$ cat src/rtl/video_sync_if.sv
`default_nettype none
// +----------------------------------------------------------------------------+
// | video_sync_if                                                              |
// | Sync/DE stream in, delayed stream + coordinates + measured geometry out.   |
// | Revision: 1.0                                                              |
// +----------------------------------------------------------------------------+
interface video_sync_if #(
  parameter int CORDW = 10,
  parameter int CNTW  = 12
) ();
  logic             hsync;
  logic             vsync;
  logic             de;
  logic             hsync_o;
  logic             vsync_o;
  logic             de_o;
  logic [CORDW-1:0] sx;
  logic [CORDW-1:0] sy;
  logic             frame_done;
  logic [CNTW-1:0]  h_total;
  logic [CNTW-1:0]  v_total;
  logic [CNTW-1:0]  h_active;
  logic [CNTW-1:0]  v_active;
  logic             meas_valid;
  logic             locked;
  logic             lock_err;

  modport master (
    output hsync, vsync, de,
    input  hsync_o, vsync_o, de_o, sx, sy, frame_done,
    input  h_total, v_total, h_active, v_active, meas_valid, locked, lock_err
  );

  modport slave (
    input  hsync, vsync, de,
    output hsync_o, vsync_o, de_o, sx, sy, frame_done,
    output h_total, v_total, h_active, v_active, meas_valid, locked, lock_err
  );
endinterface
`default_nettype wire

$ cat src/rtl/video_sync_decoder.sv
`default_nettype none
// +----------------------------------------------------------------------------+
// | video_sync_decoder                                                         |
// | Recovers sx/sy from an hsync/vsync/de stream, measures geometry, locks.    |
// | Revision: 1.0                                                              |
// +----------------------------------------------------------------------------+
module video_sync_decoder #(
  parameter int CORDW       = 10,
  parameter int CNTW        = 12,
  parameter bit SYNC_POL    = 1'b0,
  parameter int LOCK_FRAMES = 2,
  parameter int H_TIMEOUT   = 4095
) (
  input  wire logic   clk_pix,
  input  wire logic   rst_n,
  video_sync_if.slave vid
);

  localparam logic [CNTW-1:0] c_CNT_MAX     = '1;
  localparam logic [3:0]      c_LOCK_FRAMES = 4'(LOCK_FRAMES);

  typedef enum logic [1:0] {
    ST_UNLOCKED = 2'd0,
    ST_TRACK    = 2'd1,
    ST_LOCKED   = 2'd2
  } state_t;

  function automatic logic [CNTW-1:0] sat_inc(input logic [CNTW-1:0] v);
    return (v == c_CNT_MAX) ? v : v + CNTW'(1);
  endfunction

  logic             r_hs1, r_vs1, r_de1;
  logic             r_hs2, r_vs2, r_de2;
  logic             r_frame_done;
  logic             r_lock_err;
  logic             r_first_line;
  logic [CORDW-1:0] r_sx, r_sy;
  logic [CNTW-1:0]  r_hcnt, r_lcnt, r_acnt, r_arow;
  logic [CNTW-1:0]  r_h_meas, r_h_act_meas;
  logic [CNTW-1:0]  r_h_total, r_v_total, r_h_active, r_v_active;
  logic             r_seen_vs;
  logic             r_meas_valid;
  state_t           r_state;
  logic [3:0]       r_match_cnt;

  logic             w_hs_edge, w_vs_edge, w_de_rise;
  logic             w_timeout, w_publish, w_compare, w_match;
  state_t           w_state_nxt;
  logic [3:0]       w_match_nxt;
  logic             w_lock_err;

  assign w_hs_edge = (r_hs1 == SYNC_POL) && (r_hs2 != SYNC_POL);
  assign w_vs_edge = (r_vs1 == SYNC_POL) && (r_vs2 != SYNC_POL);
  assign w_de_rise = r_de1 && !r_de2;
  assign w_timeout = (int'(r_hcnt) == H_TIMEOUT);
  // The very first vs_edge after reset/timeout only opens a measurement window.
  assign w_publish = w_vs_edge && r_seen_vs && !w_timeout;
  assign w_compare = w_publish && r_meas_valid;
  assign w_match   = (r_h_meas == r_h_total) && (r_lcnt == r_v_total) &&
                     (r_h_act_meas == r_h_active) && (r_arow == r_v_active);

  // Stage 1 input register, previous-value register (doubles as output copy)
  always_ff @(posedge clk_pix or negedge rst_n) begin
    if (!rst_n) begin
      r_hs1        <= 1'b0;
      r_vs1        <= 1'b0;
      r_de1        <= 1'b0;
      r_hs2        <= 1'b0;
      r_vs2        <= 1'b0;
      r_de2        <= 1'b0;
      r_frame_done <= 1'b0;
      r_lock_err   <= 1'b0;
    end else begin
      r_hs1        <= vid.hsync;
      r_vs1        <= vid.vsync;
      r_de1        <= vid.de;
      r_hs2        <= r_hs1;
      r_vs2        <= r_vs1;
      r_de2        <= r_de1;
      r_frame_done <= w_vs_edge;
      r_lock_err   <= w_lock_err;
    end
  end

  // Coordinates; a vs_edge coinciding with de_rise arms first_line for the next row
  always_ff @(posedge clk_pix or negedge rst_n) begin
    if (!rst_n) begin
      r_sx         <= '0;
      r_sy         <= '0;
      r_first_line <= 1'b0;
    end else begin
      if (w_de_rise) begin
        r_sx <= '0;
      end else if (r_de1) begin
        r_sx <= r_sx + CORDW'(1);
      end

      if (w_de_rise) begin
        r_sy <= r_first_line ? '0 : r_sy + CORDW'(1);
      end

      if (w_vs_edge) begin
        r_first_line <= 1'b1;
      end else if (w_de_rise) begin
        r_first_line <= 1'b0;
      end
    end
  end

  // Running counters
  always_ff @(posedge clk_pix or negedge rst_n) begin
    if (!rst_n) begin
      r_hcnt       <= '0;
      r_lcnt       <= '0;
      r_acnt       <= '0;
      r_arow       <= '0;
      r_h_meas     <= '0;
      r_h_act_meas <= '0;
    end else begin
      r_hcnt <= w_hs_edge ? CNTW'(1) : sat_inc(r_hcnt);

      // A coincident hs_edge belongs to the frame that is just starting
      if (w_vs_edge) begin
        r_lcnt <= w_hs_edge ? CNTW'(1) : '0;
      end else if (w_hs_edge) begin
        r_lcnt <= sat_inc(r_lcnt);
      end

      if (w_de_rise) begin
        r_acnt <= CNTW'(1);
      end else if (r_de1) begin
        r_acnt <= sat_inc(r_acnt);
      end

      if (w_vs_edge) begin
        r_arow <= w_de_rise ? CNTW'(1) : '0;
      end else if (w_de_rise) begin
        r_arow <= sat_inc(r_arow);
      end

      if (w_hs_edge) begin
        r_h_meas     <= r_hcnt;
        r_h_act_meas <= r_acnt;
      end
    end
  end

  // Published measurements and history
  always_ff @(posedge clk_pix or negedge rst_n) begin
    if (!rst_n) begin
      r_h_total    <= '0;
      r_v_total    <= '0;
      r_h_active   <= '0;
      r_v_active   <= '0;
      r_seen_vs    <= 1'b0;
      r_meas_valid <= 1'b0;
    end else begin
      if (w_publish) begin
        r_h_total  <= r_h_meas;
        r_v_total  <= r_lcnt;
        r_h_active <= r_h_act_meas;
        r_v_active <= r_arow;
      end

      if (w_timeout) begin
        r_seen_vs    <= 1'b0;
        r_meas_valid <= 1'b0;
      end else begin
        if (w_vs_edge) r_seen_vs    <= 1'b1;
        if (w_publish) r_meas_valid <= 1'b1;
      end
    end
  end

  // Lock FSM
  always_ff @(posedge clk_pix or negedge rst_n) begin
    if (!rst_n) begin
      r_state     <= ST_UNLOCKED;
      r_match_cnt <= '0;
    end else begin
      r_state     <= w_state_nxt;
      r_match_cnt <= w_match_nxt;
    end
  end

  always_comb begin
    w_state_nxt = r_state;
    w_match_nxt = r_match_cnt;
    w_lock_err  = 1'b0;
    if (w_timeout) begin
      w_state_nxt = ST_UNLOCKED;
      w_match_nxt = '0;
      w_lock_err  = (r_state == ST_LOCKED);
    end else if (w_compare) begin
      case (r_state)
        ST_UNLOCKED: begin
          if (w_match) begin
            w_match_nxt = 4'd1;
            w_state_nxt = (c_LOCK_FRAMES <= 4'd1) ? ST_LOCKED : ST_TRACK;
          end
        end
        ST_TRACK: begin
          if (w_match) begin
            w_match_nxt = r_match_cnt + 4'd1;
            if ((r_match_cnt + 4'd1) >= c_LOCK_FRAMES) begin
              w_state_nxt = ST_LOCKED;
            end
          end else begin
            w_state_nxt = ST_UNLOCKED;
            w_match_nxt = '0;
          end
        end
        ST_LOCKED: begin
          if (!w_match) begin
            w_state_nxt = ST_UNLOCKED;
            w_match_nxt = '0;
            w_lock_err  = 1'b1;
          end
        end
        default: begin
          w_state_nxt = ST_UNLOCKED;
          w_match_nxt = '0;
        end
      endcase
    end
  end

  assign vid.hsync_o    = r_hs2;
  assign vid.vsync_o    = r_vs2;
  assign vid.de_o       = r_de2;
  assign vid.sx         = r_sx;
  assign vid.sy         = r_sy;
  assign vid.frame_done = r_frame_done;
  assign vid.h_total    = r_h_total;
  assign vid.v_total    = r_v_total;
  assign vid.h_active   = r_h_active;
  assign vid.v_active   = r_v_active;
  assign vid.meas_valid = r_meas_valid;
  assign vid.locked     = (r_state == ST_LOCKED);
  assign vid.lock_err   = r_lock_err;

endmodule
`default_nettype wire
$ cat src/flat_wrapper.sv
// flat-port wrapper written by rule: the top's interface ports become plain ports
module video_sync_decoder_flat 
#(
  parameter int CORDW       = 10,
  parameter int CNTW        = 12,
  parameter bit SYNC_POL    = 1'b0,
  parameter int LOCK_FRAMES = 2,
  parameter int H_TIMEOUT   = 4095
)
  (clk_pix, rst_n, vid_hsync, vid_vsync, vid_de, vid_hsync_o, vid_vsync_o, vid_de_o, vid_sx, vid_sy, vid_frame_done, vid_h_total, vid_v_total, vid_h_active, vid_v_active, vid_meas_valid, vid_locked, vid_lock_err);
  video_sync_if #(.CORDW(CORDW), .CNTW(CNTW)) vid_i ();
  input  wire logic clk_pix;
  input  wire logic rst_n;
  input wire logic [$bits(vid_i.hsync)-1:0] vid_hsync;
  input wire logic [$bits(vid_i.vsync)-1:0] vid_vsync;
  input wire logic [$bits(vid_i.de)-1:0] vid_de;
  output wire logic [$bits(vid_i.hsync_o)-1:0] vid_hsync_o;
  output wire logic [$bits(vid_i.vsync_o)-1:0] vid_vsync_o;
  output wire logic [$bits(vid_i.de_o)-1:0] vid_de_o;
  output wire logic [$bits(vid_i.sx)-1:0] vid_sx;
  output wire logic [$bits(vid_i.sy)-1:0] vid_sy;
  output wire logic [$bits(vid_i.frame_done)-1:0] vid_frame_done;
  output wire logic [$bits(vid_i.h_total)-1:0] vid_h_total;
  output wire logic [$bits(vid_i.v_total)-1:0] vid_v_total;
  output wire logic [$bits(vid_i.h_active)-1:0] vid_h_active;
  output wire logic [$bits(vid_i.v_active)-1:0] vid_v_active;
  output wire logic [$bits(vid_i.meas_valid)-1:0] vid_meas_valid;
  output wire logic [$bits(vid_i.locked)-1:0] vid_locked;
  output wire logic [$bits(vid_i.lock_err)-1:0] vid_lock_err;
  assign vid_i.hsync = vid_hsync;
  assign vid_i.vsync = vid_vsync;
  assign vid_i.de = vid_de;
  assign vid_hsync_o = vid_i.hsync_o;
  assign vid_vsync_o = vid_i.vsync_o;
  assign vid_de_o = vid_i.de_o;
  assign vid_sx = vid_i.sx;
  assign vid_sy = vid_i.sy;
  assign vid_frame_done = vid_i.frame_done;
  assign vid_h_total = vid_i.h_total;
  assign vid_v_total = vid_i.v_total;
  assign vid_h_active = vid_i.h_active;
  assign vid_v_active = vid_i.v_active;
  assign vid_meas_valid = vid_i.meas_valid;
  assign vid_locked = vid_i.locked;
  assign vid_lock_err = vid_i.lock_err;
  video_sync_decoder #(.CORDW(CORDW), .CNTW(CNTW), .SYNC_POL(SYNC_POL), .LOCK_FRAMES(LOCK_FRAMES), .H_TIMEOUT(H_TIMEOUT)) u_core (.clk_pix(clk_pix), .rst_n(rst_n), .vid(vid_i));
endmodule
$ cat config.mk
export PLATFORM = sky130hd
export DESIGN_NAME = video_sync_decoder_flat
export DESIGN_NICKNAME = d
export VERILOG_FILES = /design/src/rtl/video_sync_if.sv /design/src/rtl/video_sync_decoder.sv /design/src/flat_wrapper.sv
export SDC_FILE = /design/constraint.sdc
export NUM_CORES = 1
export LEC_CHECK = 0
export BUFFER_PORTS_ARGS = -buffer_cell sky130_fd_sc_hd__buf_4
export CAP_MARGIN = 25
export CELL_PAD_IN_SITES_DETAIL_PLACEMENT = 0
export CELL_PAD_IN_SITES_GLOBAL_PLACEMENT = 1
export CORE_UTILIZATION = 50
export DETAILED_ROUTE_END_ITERATION = 10
export PLACE_DENSITY_LB_ADDON = 0.05
export SETUP_SLACK_MARGIN = 0.05
export SLEW_MARGIN = 10
export SYNTH_ARGS = -nofsm -noshare
export SYNTH_HDL_FRONTEND = slang
export SYNTH_SLANG_ARGS = --single-unit
export TNS_END_PERCENT = 20
$ cat constraint.sdc
create_clock -name clk_pix -period 3.1 [get_ports clk_pix]
set_input_delay 0.465 -clock clk_pix [delete_from_list [all_inputs] [get_ports clk_pix]]
set_output_delay 0.465 -clock clk_pix [all_outputs]
set_load 0.03 [all_outputs]
==> metrics.cfg <==
[run_status]
status=complete, no violations

[worst_setup_path]
cp-startpoint=u_core.vid.h_total[6]
cp.arrival_ns=2.68
worst_path_max_delay_cell=dfrtp_1
path_cells=xnor2_1 -> nand4_1 -> nor4_2 -> and3_1 -> nand2_2 -> o41ai_1
crit_type=reg -> reg
timing.rr.start=u_core.vid.h_total[6]
path_delay_family=simple AND/OR/NAND/NOR gates
cp-endpoint=u_core.r_state[1]
rr_worst_depth=6
path_buf_inv=0
cp.required_ns=3.40
crit_path_end_kind=flop
worst_path_largest_cell_delay_ns=0.41
cp_max_fo=8
regToRegSetupSlack_ns=0.72
start_kind=flop
crit_cells=6
worstReg2RegEnd=u_core.r_state[1]

[yosys]
synth-seq-area-share_pct=52.5
synth_enable_flop_cells=0
async_flop_share_pct=100
synthCells=697
yosysUniqueCellTypes=52
syn_area_per_cell_um2=10.7
synth_area_leaders=dfrtp_1, xnor2_1, mux2_2, nand2_1, nor2_1
ys_ff_latch=157
yosys_warnings=0
yosysTopAreaCell=dfrtp_1
synth_area_um2=7480
synth_top_area_share_pct=52.5
synth_nets=710
synthFlopType=dfrtp_1

[clock_network]
root_buffer=clkbuf_16
clock_sinks=157
htreeDepth=4
max-clock-path-buffers=2
clkTransAtPathRegs_ns=0.06
cts_resized=0
numCtsBuffers=17
holdBufCountCts=0
post-cts-setup-buffer-count=0
clock_latency_ns=0.42
cts_tree=yes

[hold_path]
hold_class=in -> async

[sta]
fin_crit_sh_pct=76.7
period_minus_slack_ns=2.38
maxSlewViolCount=0
slew_headroom_pct=51.6
setup_tns_ns=0
grt_setup_unrepaired=no
hold_viol=0
finClkSkew_ns=0.00626
fmax_mhz=420
final-setup-viol-count=0
tightest_slew_ns=0.717

[flow_run]
maxCapViolCount=0

[final_layout]
drive_gt1_share_pct=23.0
final_cell_mix=dfrtp_1, nand2_1, buf_4
fillers=1233
area_growth_syn_to_layout_pct=17.6
diodes=0
layout_commonest_cell=dfrtp_1
fin_nets=787
final_core_util_pct=60.3

[place]
gp_congestion=0.858
port_buffers=79
hpwl_um=11700

[global_routing]
grt-ovfl-total=0
grt_pass1_vias=5327
grt_max_degree=68
grt_pass1_wl_um=28100
antenna_found_initial=0
grt_use_total_pct=23.0

[route]
dr.pass1.iters=4
route.detailed.drc=0
vias_per_cell=5.47
vias=5309
drt_wl_total_um=16700
ant_nets=0
drt_iter0_markers=389
wl_per_cell_um=17.2

[power_and_ir_drop]
p_leak_nw=4.04
irDropWorstVdd_mv=0.361
p_per_area_nw_per_um2=618

[floorplan]
die_h_um=124
die_w_um=124
start_util_pct=51.3
design.core.area_um2=14600
dieArea_um2=15500
io_pins=80
rows=44

==> layer usage <==
layer | vias up | global-route usage (%) | routed length (um)
li1 | 2554 | - | -
met3 | 19 | 4.08 | 584
met4 | 0 | 6.09 | 179
met5 | - | 0 | 0
met2 | 105 | 36.5 | 7940
met1 | 2631 | 32.5 | 8010
==> where the power goes <==
part	internal, mW	switching, mW	total [mW]
Combinational	0.383	0.554	0.937
Clock	1.27	0.785	2.05
Sequential	2.22	0.225	2.45
==> worst register-to-register path: stages (launching register included) <==
cell and delay [ns]:
dfrtp_1 0.41, xnor2_1 0.34, nand4_1 0.26, nor4_2 0.39
and3_1 0.39, nand2_2 0.09, o41ai_1 0.39
==> flip-flops by register name (all words and copies together) (netlist names), 2 cells and up <==
signal	count
u_core.vid.h_total	12
u_core.r_hcnt	12
u_core.vid.v_total	12
u_core.r_lcnt	12
u_core.r_h_act_meas	12
u_core.r_h_meas	12
u_core.vid.v_active	12
u_core.r_acnt	12
u_core.r_state	2
u_core.r_match_cnt	4
u_core.vid.sy	10
u_core.vid.sx	10
u_core.r_arow	12
u_core.vid.h_active	12
==> metrics by stage <==
| stage | worst slack [ns] | instances | hold slack [ns] | power [mW] | instance area (um^2) |
|---|---|---|---|---|---|
| after floorplan | 1.20 | 697 | 0.169 | 3.05 | 7480 |
| after global placement | 0.859 | 939 | 0.352 | 3.41 | 8220 |
| after detailed placement | 0.697 | 939 | 0.364 | 3.43 | 8220 |
| after CTS | 0.666 | 971 | 0.0853 | 5.50 | 8800 |
| after global routing | 0.581 | 971 | 0.111 | 5.69 | 8800 |
| final | 0.722 | 971 | 0.0505 | 5.44 | 8800 |
==> kinds of logic after synthesis <==
group | share of synthesized area, %
compound gates | 6.31
xor+xnor | 10.8
fa+ha+maj | 1.34
buf+inv | 3.61
flops | 52.5
mux | 8.25
simple gates | 17.2
==> worst min path at each step <==
stage,to,cells after the start,start
finish,u_core.r_match_cnt[1],1,rst_n
global route,u_core.r_match_cnt[1],1,rst_n
global placement,u_core.vid.vsync_o,0,u_core.r_vs1
CTS,u_core.r_match_cnt[1],1,rst_n
detailed placement,u_core.vid.vsync_o,0,u_core.r_vs1
floorplan,u_core.r_acnt[0],0,rst_n
==> Yosys cell counts (7+ instances only) <==
| cell | count |
|---|---|
| dfrtp_1 | 157 |
| nand2_1 | 101 |
| xnor2_1 | 70 |
| nor2_1 | 58 |
| mux2_2 | 41 |
| nand4_1 | 31 |
| o21ai_0 | 25 |
| inv_1 | 20 |
| xor2_1 | 20 |
| nand3_1 | 19 |
| a21oi_1 | 15 |
| nor3_1 | 15 |
| clkbuf_1 | 13 |
| buf_6 | 9 |
| mux2_4 | 9 |
| buf_2 | 8 |
| ha_1 | 8 |
| a31oi_1 | 7 |
==> cell type report <==
class / count / area (um^2) / share of cell area (%)
repair buffers: 89 / 697 / 7.92
well taps: 184 / 230 / 2.62
inverters: 20 / 75.1 / 0.853
clock inverters: 6 / 82.6 / 0.939
multi-input cells: 489 / 3290 / 37.3
flip-flops and latches: 157 / 3930 / 44.7
clock buffers: 26 / 499 / 5.67
Power figures use the tool's default switching activity.
